==> src/rtl/a_skew_buffer_pkg.sv <==
// Shared configuration for the activation-edge skew buffer: default sizes,
// activation element/vector types and the stream FSM state encoding.
package a_skew_buffer_pkg;

    localparam int sys_rows           = 2;
    localparam int A_BITWIDTH         = 8;
    localparam int input_buffer_depth = 16;

    typedef logic [A_BITWIDTH-1:0] a_elem_t;
    typedef a_elem_t [sys_rows-1:0] a_vec_t;

    typedef enum logic [1:0] {
        IDLE,
        STREAM,
        FLUSH
    } skew_state_t;

endpackage

==> src/rtl/a_skew_buffer_delay.sv <==
// Fixed-length delay line for one skew lane; data and valid travel together.
// DELAY = 0 degenerates to a plain wire.
module skew_delay_line #(
    parameter int DELAY = 0,
    parameter int W     = 8
) (
    input  logic         clk,
    input  logic         rst_n,
    input  logic [W-1:0] src_data,
    input  logic         src_vld,
    output logic [W-1:0] dly_data,
    output logic         dly_vld
);

    generate
        if (DELAY == 0) begin : g_wire
            logic unused_clk_rst;
            assign unused_clk_rst = clk ^ rst_n;
            assign dly_data = src_data;
            assign dly_vld  = src_vld;
        end else begin : g_pipe
            logic [DELAY-1:0][W-1:0] data_p;
            logic [DELAY-1:0]        vld_p;

            always_ff @(posedge clk) begin
                data_p[0] <= src_data;
                for (int i = 1; i < DELAY; i++) begin
                    data_p[i] <= data_p[i-1];
                end
            end

            always_ff @(posedge clk) begin
                if (!rst_n) begin
                    vld_p <= '0;
                end else begin
                    vld_p[0] <= src_vld;
                    for (int i = 1; i < DELAY; i++) begin
                        vld_p[i] <= vld_p[i-1];
                    end
                end
            end

            assign dly_data = data_p[DELAY-1];
            assign dly_vld  = vld_p[DELAY-1];
        end
    endgenerate

endmodule

==> src/rtl/a_skew_buffer.sv <==
// Activation FIFO feeding the systolic array A edge: streams rd_len vectors
// on command, skewing lane r by r cycles and zeroing invalid lane slots.
module a_skew_buffer
    import a_skew_buffer_pkg::*;
#(
    parameter int SYS_ROWS = sys_rows,
    parameter int A_BW     = A_BITWIDTH,
    parameter int DEPTH    = input_buffer_depth
) (
    input  logic                       clk,
    input  logic                       rst_n,
    input  logic                       wr_en,
    input  logic [SYS_ROWS*A_BW-1:0]   wr_data,
    output logic                       full,
    output logic [$clog2(DEPTH):0]     count,
    input  logic                       rd_start,
    input  logic [$clog2(DEPTH):0]     rd_len,
    output logic                       start_err,
    output logic                       busy,
    output logic                       done,
    output logic [SYS_ROWS*A_BW-1:0]   a_out,
    output logic [SYS_ROWS-1:0]        a_valid
);

    localparam int AW = $clog2(DEPTH);
    localparam int CW = AW + 1;
    localparam int FW = (SYS_ROWS > 1) ? $clog2(SYS_ROWS) : 1;

    logic [SYS_ROWS*A_BW-1:0] mem [DEPTH];
    logic [AW-1:0]            wr_ptr, rd_ptr;
    logic [CW-1:0]            count_q;
    skew_state_t              state, state_next;
    logic [CW-1:0]            rem_q, rem_next;
    logic [FW-1:0]            flush_q, flush_next;
    logic                     done_q, done_next;
    logic                     start_err_q, start_err_next;
    logic                     push, pop, start_ok;

    logic [SYS_ROWS*A_BW-1:0] rd_data_p0;
    logic                     vld_p0;
    logic [A_BW-1:0]          lane_data [SYS_ROWS];

    assign push     = wr_en && !full;
    assign pop      = (state == STREAM);
    assign start_ok = (rd_len != '0) && (rd_len <= count_q);

    always_comb begin
        state_next     = state;
        rem_next       = rem_q;
        flush_next     = flush_q;
        done_next      = 1'b0;
        start_err_next = 1'b0;
        case (state)
            IDLE: begin
                if (rd_start) begin
                    if (start_ok) begin
                        state_next = STREAM;
                        rem_next   = rd_len;
                    end else begin
                        start_err_next = 1'b1;
                    end
                end
            end
            STREAM: begin
                rem_next = rem_q - 1'b1;
                if (rem_q == CW'(1)) begin
                    state_next = FLUSH;
                    flush_next = '0;
                end
            end
            FLUSH: begin
                flush_next = flush_q + 1'b1;
                if (flush_q == FW'(SYS_ROWS - 1)) begin
                    state_next = IDLE;
                    done_next  = 1'b1;
                end
            end
            default: state_next = IDLE;
        endcase
    end

    always_ff @(posedge clk) begin
        if (!rst_n) begin
            state       <= IDLE;
            rem_q       <= '0;
            flush_q     <= '0;
            done_q      <= 1'b0;
            start_err_q <= 1'b0;
            wr_ptr      <= '0;
            rd_ptr      <= '0;
            count_q     <= '0;
            vld_p0      <= 1'b0;
        end else begin
            state       <= state_next;
            rem_q       <= rem_next;
            flush_q     <= flush_next;
            done_q      <= done_next;
            start_err_q <= start_err_next;
            vld_p0      <= pop;
            if (push) wr_ptr <= wr_ptr + 1'b1;
            if (pop)  rd_ptr <= rd_ptr + 1'b1;
            if (push && !pop)      count_q <= count_q + 1'b1;
            else if (pop && !push) count_q <= count_q - 1'b1;
        end
    end

    // Stage p0: registered FIFO read feeding the per-lane skew lines
    always_ff @(posedge clk) begin
        if (push) mem[wr_ptr] <= wr_data;
        if (pop)  rd_data_p0  <= mem[rd_ptr];
    end

    generate
        for (genvar r = 0; r < SYS_ROWS; r++) begin : g_lane
            skew_delay_line #(
                .DELAY (r),
                .W     (A_BW)
            ) u_dly (
                .clk      (clk),
                .rst_n    (rst_n),
                .src_data (rd_data_p0[r*A_BW +: A_BW]),
                .src_vld  (vld_p0),
                .dly_data (lane_data[r]),
                .dly_vld  (a_valid[r])
            );
            assign a_out[r*A_BW +: A_BW] = a_valid[r] ? lane_data[r] : '0;
        end
    endgenerate

    assign full      = (count_q == CW'(DEPTH));
    assign count     = count_q;
    assign busy      = (state != IDLE);
    assign done      = done_q;
    assign start_err = start_err_q;

endmodule
==> config.mk <==
export PLATFORM = sky130hd
export DESIGN_NAME = a_skew_buffer
export DESIGN_NICKNAME = d
export VERILOG_FILES = /design/src/rtl/a_skew_buffer_pkg.sv /design/src/rtl/a_skew_buffer_delay.sv /design/src/rtl/a_skew_buffer.sv
export SDC_FILE = /design/constraint.sdc
export NUM_CORES = 1
export LEC_CHECK = 0
export BUFFER_PORTS_ARGS = -buffer_cell sky130_fd_sc_hd__clkbuf_2
export CORE_UTILIZATION = 35
export DETAILED_ROUTE_END_ITERATION = 8
export GPL_TIMING_DRIVEN = 0
export PLACE_DENSITY = 0.48
export SETUP_SLACK_MARGIN = 0.2
export SLEW_MARGIN = 10
export SYNTH_ARGS = -nofsm -noshare
export SYNTH_HDL_FRONTEND = slang
export SYNTH_HIERARCHICAL = 1
export SYNTH_SLANG_ARGS = --single-unit
==> constraint.sdc <==
create_clock -name clk -period 3 [get_ports clk]
set_input_delay 0.3 -clock clk [delete_from_list [all_inputs] [get_ports clk]]
set_output_delay 0.3 -clock clk [all_outputs]
set_load 0.02 [all_outputs]
==> results of run 1 <==
-- layer usage --
metal / wire [um] / track usage
met5: 0 / 0
met4: 475 / 0.0413
met3: 1420 / 0.0250
met2: 13300 / 0.264
met1: 12000 / 0.219
-- cells in the mapped netlist (all sizes together), types with 2 or more instances --
cell	count
a211oi	5
a21o	4
a21oi	7
and2	17
buf	27
clkbuf	7
clkinv	2
dfxtp	33
edfxtp	272
ha	16
inv	12
mux4	80
nand2	14
nand2b	4
nand3	5
nand4	4
nor2	34
nor3	7
nor4	2
o211ai	3
o21ai	7
o31ai	3
o41ai	2
or3	3
or4	2
xnor2	3
xor2	7
-- sequential cells by signal (all words and copies together), names as in the netlist --
signal,flops
mem,256
g_lane.u_dly/dly_vld,1
start_err,1
done,1
state,2
rd_ptr,4
g_lane.u_dly/dly_data,8
vld_p0,1
rd_data_p0,16
count,5
rem_q,5
flush_q,1
wr_ptr,4
-- power groups by stage --
stage | logic (mW) | clock network (mW) | registers, mW
2_1_floorplan | 1.37 | 0 | 5.15
3_3_place_gp | 1.92 | 0 | 5.14
3_5_place_dp | 2.01 | 0 | 5.15
4_1_cts | 2.02 | 4.06 | 5.06
5_1_grt | 2.15 | 4.22 | 5.09
6_report | 1.97 | 3.98 | 5.06
-- logic make-up (layout without fill, tap and decap cells) --
group           Yosys count  in the layout  share of synthesized area
fa+ha+maj                17             17                     0.0183
xor+xnor                 10             10                    0.00730
compound gates           34             34                     0.0191
flops                   305            305                      0.735
buf+inv                  49            165                     0.0270
mux                      81             81                      0.155
simple gates             94             94                     0.0380
-- per-stage QoR --
stage | power (mW) | std cells | setup TNS (ns) | area (um2)
floorplan | 6.52 | 590 | 0 | 12000
global placement | 7.06 | 1089 | -146.05 | 12800
detailed placement | 7.16 | 1096 | 0 | 13000
CTS | 11.1 | 1154 | 0 | 14100
global route | 11.5 | 1154 | 0 | 14100
finish | 11.0 | 1154 | 0 | 14100
-- worst max path at each step --
stage                endpoint  slack, ns  depth (start not counted)
floorplan           mem[0][0]       0.22                          5
global placement    mem[1][4]      -1.40                          5
detailed placement   count[4]       0.14                         11
CTS                  count[4]       0.24                         11
global route         count[4]       0.20                         11
finish               count[4]       0.41                         11
-- final cells by class --
cell class	count	area, um2
Fill cell	2939	19500
Inverter	14	52.6
Timing Repair Buffer	58	332
Clock inverter	14	111
Buffer	35	274
Sequential cell	305	8830
Tap cell	448	561
Clock buffer	44	952
Multi-Input combinational cell	236	2970
-- what timing repair did --
| item | 4_1_cts | 5_1_grt |
|---|---|---|
| endpoints found under the setup margin | 1 | 1 |
| gates resized for setup | 1 | 3 |
| pin swaps | 0 | 0 |
==> results.md, run 1 <==
- The run finished with clean final reports.
- The wire length per cell is approximately 24 um.
- The internal power is roughly 8.2 mW.
- The cell area after technology mapping is 0.0120 mm2.
- Of the post-synthesis cell area, the dominant cell type holds 0.680.
- The maximum root-to-sink buffer count is 3.
- The share of total power dissipated in the clock network is 0.361.
- The clock latency on the worst-skew pair is 0.50 ns.
- Port buffering added 51 buffers.
- The post-synthesis instance total is 590.
- The die is between 150 and 200 um wide.
- For this run, design rule violations remaining after detail routing come to 0.
- The routed via count is 5833.
- The per-cell via count in the routed design is a little over 5.
- TritonCTS built the clock tree.
- Setup repair after global routing left no endpoint under its margin.
- Clock-pin slew was measured on the worst setup and hold paths at 0.06 ns.
- The setup slack on the worst flop-to-flop path is 0.41 ns.
- From bottom edge to top edge, the die measures roughly 190 um.
- Each instance of the synthesized netlist takes up on average 20.4 um2.
- After synthesis, the cell types taking the most area are edfxtp_1 68%, mux4_2 13%, dfxtp_1 5.5%, mux4_1 2.8%, ha_1 1.7%.
- The maximum cell stage delay along the critical path is 0.36 ns.
- The H-tree depth is 2.
- The worst max-slew margin expressed relative to the limit is 0.316.
- Walking the worst path, the cells encountered are nand2b_1 -> o41a_1 -> buf_2 -> ha_1 -> inv_2 -> ha_1 -> a21o_1 -> a21oi_1 -> xnor2_1 -> or3_1 -> a21oi_1.
- The library cells used most frequently in the layout, excluding fill and tap cells, are 272 x edfxtp_1, 67 x mux4_2, 51 x clkbuf_2.
- The final worst setup slack is a little over 0.4 ns.
- The biggest fanout along the worst timing path is 9.
- The prevailing post-synth register cell is edfxtp_1.
- The register bit count reported by yosys is 305.
- Entering global routing, the biggest net connects 26 pins.
- Prior to clock tree synthesis, the placed netlist has a worst setup slack of roughly 0.14 ns.
- The most frequent standard cell in the layout excluding fill and tap cells is edfxtp_1.
- The leftover overflow at the end of global routing is 0.
- For this configuration, the core starts out at a cell density of 0.357.
- The worst hold path begins at rst_n.
- The reg-to-reg critical path endpoint is count[4].
- The core footprint is 0.0336 mm2.
- The count of hold-fix buffers inserted at cts is 0.
- Static timing analysis puts the maximum clock frequency at 386 MHz.
- The number of enable flip-flop cells after synthesis is 272.
- In the final layout, the share of cells above drive strength 1 is 0.303.
- For the worst flop-to-flop path, the logic depth is 11.
- The final design utilization is 0.419.
- Of the total power, the share spent switching nets is 0.251.
- For this run, the number of Yosys warnings is 6.
- Buffers added to address setup during post-CTS repair amount to 0.
- The power density relative to cell area is 781 mW/mm2.
- The post-synthesis sequential area ratio is 0.735.
- The global placer's final weighted congestion is approximately 0.75.
- From synthesis to final layout, the design area changed by 17.3%.
- The slew of the pin with the lowest slew margin is around 1 ns.
- The antenna diode count is 0.
- In this run the power spent charging and discharging nets is 2.77 mW.
- The count of final max-slew check failures is 0.
- The count of nets left with antenna violations once routing finished came out at 0.
- The combined buffer and inverter count along the critical path is 2.
- The violation count after the first detailed-route iteration is 435.
- The total iterations of the first detailed-routing run is 4.
- The worst setup path is launched from a flip-flop.
- CTS placed an instance of clkbuf_16 at the clock tree root.
- The leakage power figure is 4.60 nW.
- The number of buffers created by CTS is 34.
- The first global-routing pass estimated 40.2 mm of wire.
- Across every metal layer, demand over resource in global routing totals 0.159.
- The worst hold path terminates at g_lane[1].u_dly/dly_vld.
- For this block, the routed nets add up to 27.2 mm of wire.
- The slowest stage of the critical path belongs to the cell dfxtp_2.
- The path category of the worst min-delay check is in2reg.
- The final hold slack is 0.0319 ns.
- The number of clock sinks seen by CTS is 305.
- Of the total power, registers draw 0.460.
- The worst-case clock skew is 0.0141 ns.
- The via count of the first global-routing pass was 6190.
- The number of nets handed over by synthesis was 632.
- The max-cap check violation count is 0.
- The floorplan die area is roughly 0.035 mm2.
- By startpoint and endpoint, the worst setup path is classified as reg2reg.
- The combinational power share is 0.179.
- Summed over all instances, the cell type with the most area after synthesis is edfxtp_1.
- The final hold violation count was 0.
- Setup violations remaining at the end of the flow were counted as 0.
- STA classifies the critical path endpoint as a flip-flop.
- The floorplan has 67 rows.
- The hold-critical path depth is 2.
- The gate family responsible for the most delay along the worst path is compound AO/OA/AOI/OAI gates.
- The final net count is slightly above 700.
- In the finished design, the share of the clock period the worst path needs comes to 0.863.
- The number of antenna violations at the first check in global routing came to 0.
- Once detailed placement completed, the half-perimeter wirelength came to 16.2 mm.
- The arrival time reported for the critical path endpoint is 3.01 ns.
- The origin of the worst setup path is count[0].
- The number of different library cells used by synthesis comes to 42.
- Across the VDD grid, the largest voltage drop is 345 uV.
- Counting flops with an async set or reset pin after synthesis yields a share of 0.
- Counting I/O delays and the setup requirement, the final critical path takes 2.59 ns.
- In this run the critical register-to-register path is launched from count[0].
- Data on the critical path is required at its endpoint by 3.42 ns.
- For this design the top-level I/O count stands at 52.
Note: power is estimated with default switching activity, not from simulation.
==> run 2, diff against run 1 <==
--- a/config.mk
+++ b/config.mk
@@ -9,7 +9,7 @@
 export CORE_UTILIZATION = 35
 export DETAILED_ROUTE_END_ITERATION = 8
 export GPL_TIMING_DRIVEN = 0
-export PLACE_DENSITY = 0.48
+export PLACE_DENSITY = 0.55
 export SETUP_SLACK_MARGIN = 0.2
 export SLEW_MARGIN = 10
 export SYNTH_ARGS = -nofsm -noshare
==> run 2 against run 1 <==
Compared with the run above:
- cell count rose by 0.69%
- register-to-register slack about the same
- largest cell class unchanged
- critical path type unchanged
- clock skew grew 0.0017 ns
==> results.md, run 2 (synthesized netlist as in run 1, its figures left out) <==
- The final critical delay including setup and external delays is 2.60 ns.
- The combinational power share is 0.186.
- CTS built an H-tree with a depth of 1.
- Input and output buffers added on the ports amount to 51.
- The register with the most flip-flops in the layout has 256 of them.
- Between clock sinks in the finished design, the worst skew comes to 0.0159 ns.
- mem holds more flip-flops than any other register.
- The floorplan step defined a core boundary enclosing 0.0336 mm2.
- The effective utilization at floorplan is 0.357.
- The number of placed instances with taps included is about 1100.
- The die covers 0.0350 mm2.
- The TritonCTS clock tree is built.
- The kind of critical path is reg2reg.
- The final hold violation count is 0.
- In this run the vertical extent of the chip is 187 um.
- The leakage power figure is between 4 and 5 nW.
- For the pin with the worst max-slew slack, the measured transition is 0.874 ns.
- The via count of the first global-routing pass came to 6255.
- Setup repair after global routing left no endpoint under its margin.
- For flop-to-flop paths, the worst setup slack is just over 0.4 ns.
- Of all nets on the critical path, the largest fanout is 9.
- The wire length per cell is 23.5 um.
- The floorplan step set the die width to between 150 and 200 um.
- The number of cell rows is 67.
- The post-layout instance count excluding filler cells is between 1000 and 1500.
- The post-layout total power is between 10 and 15 mW.
- The count of final max-slew check failures is 0.
- The arrival time reported for the critical path endpoint is 3.08 ns.
- The routed wire length is 27.4 mm.
- The run finished with clean final reports.
- The final net count is 731.
- The per-cell via count in the routed design is ~5.2.
- Leaving out fill and tap cells, the most frequent cells in the layout are 272 x edfxtp_1, 67 x mux4_2, 51 x clkbuf_2.
- Clock latency on the worst-skew pair, taken at its later pin, is roughly 0.57 ns.
- Data on the critical path is required at its endpoint by roughly 3.5 ns.
- Detailed placement ended at an HPWL of 16.8 mm.
- The leftover overflow at the end of global routing is 0.
- The first global-routing pass estimated ~40 mm of wire.
- The number of antenna violations at the first check in global routing is 1.
- The maximum root-to-sink buffer count is 3.
- Static timing analysis puts the maximum clock frequency at 385 MHz.
- The internal portion of the total power is 7.94 mW.
- The type of element launching the critical path is a flip-flop.
- The violation count after the first detailed-route iteration is 483.
- STA classifies the critical path endpoint as a flip-flop.
- The total iterations of the first detailed-routing run is 4.
- Of the total power, the share spent switching nets is 0.259.
- Summed over all nets, the switching power comes to 2.77 mW.
- 0 antenna diodes ended up in the layout.
- TritonCTS created 31 clock buffers.
- In the finished design, the share of the clock period the worst path needs comes to 0.865.
- Detailed routing inserted a total of approximately 6000 vias.
- The worst pin sits at a relative slew slack of 0.417.
- The hold path startpoint is rd_start.
- For this run, the total global-route usage over all layers was measured as 0.158.
- The most critical setup path has its startpoint at count[0].
- The number of clock sinks seen by CTS is 305.
- The power density relative to cell area is 760 mW/mm2.
- The highest ir drop seen on vdd is 462 uV.
- In this run the count of I/O pins placed on the die edge is 52.
- After filler insertion, the fill cell instance count of the layout stands at 2925.
- The share of total power dissipated in sequential elements is 0.472.
- Compared with the post-synthesis result, the final layout area differs by 17.4%.
- In the routed design, unresolved DRC markers number 0.
- In this run the critical register-to-register path is launched from count[0].
- The remaining number of nets flagged by the antenna check after routing is 0.
- The register clock-pin slew on the reported worst setup and hold paths is 0.06 ns.
- Setup violations remaining at the end of the flow were counted as 0.
- The max-cap check violation count is 0.
- Routability-driven placement finished with a final weighted congestion of 0.775.
- The library cell used most frequently in the layout, excluding fill and tap cells, is edfxtp_1.
- The tree is rooted in a clkbuf_16.
- The share of final-layout standard cells stronger than drive strength 1 is 0.315.
- Entering global routing, the biggest net connects 26 pins.
- The path category of the worst min-delay check is in2reg.
- The power share of the clock group is 0.342.
[run 2: cell count changes in the layout (fill, tap and decap cells not counted), moves of 6 or more]
| cell | before | now |
|---|---|---|
| nor2_2 | 0 | 7 |
| clkbuf_1 | 12 | 19 |
| clkinv_1 | 11 | 1 |
| nor2_4 | 12 | 5 |
| clkbuf_16 | 37 | 31 |
| buf_8 | 1 | 7 |
[run 2: power by group through the flow]
stage,clock [mW],sequential [mW],combinational (mW)
floorplan,0,5.15,1.37
global route,3.90,5.08,2.16
finish,3.66,5.05,1.99
global placement,0,5.14,1.89
detailed placement,0,5.14,2.01
CTS,3.74,5.05,2.02
[run 2: worst max-delay path, stage by stage (launching register included)]
cell and delay [ns]:
dfxtp_2 0.36, nand2b_1 0.16, o41a_1 0.30, buf_2 0.18
ha_1 0.24, inv_2 0.09, ha_1 0.27, a21o_1 0.20
a21oi_2 0.14, xnor2_1 0.09, or3_1 0.32, a21oi_1 0.15
[run 2: layer usage]
metal | vias to the layer above | global-route usage | wire length [um] | share of wire
met4 | 2 | 0.0457 | 678 | 0.025
met1 | 3145 | 0.219 | 12200 | 0.44
li1 | 2600 | - | - | -
met5 | - | 0 | 13 | 0.00048
met2 | 196 | 0.258 | 13200 | 0.48
met3 | 47 | 0.0255 | 1350 | 0.049
[run 2: layout make-up]
cell class              instances  area, um2  area share
flip-flops and latches        305       8830       0.626
multi-input cells             236       2940       0.209
clock buffers                  48        870      0.0617
well taps                     448        561      0.0398
repair buffers                 66        478      0.0339
plain buffers                  35        274      0.0194
clock inverters                10       92.6     0.00657
inverters                      14       52.6     0.00373
[run 2: path summary, 6_finish.rpt]
kind,end,cells after the start
max reg2reg,count[4],11
min,start_err,3
min reg2reg,g_lane[1].u_dly/dly_data[1],0
max,count[4],11
[run 2: timing repair]
action                     in CTS  in global routing
resized for setup               1                  5
hold endpoints to repair        1                  0
setup buffers                   0                  0
setup endpoints to repair       1                  1
hold buffers                    1                  0
[run 2: per-stage QoR]
stage          setup WS [ns]  TNS, ns  hold WS (ns)   util  instance area (um2)
2_1_floorplan          0.219        0         0.323      -                12000
3_3_place_gp           -1.21  -125.86         0.331  0.382                12800
4_1_cts                0.229        0      0.000358  0.419                14100
6_report               0.404        0        0.0166  0.419                14100
3_5_place_dp           0.145        0         0.328  0.390                13100
5_1_grt                0.232        0        0.0291  0.419                14100
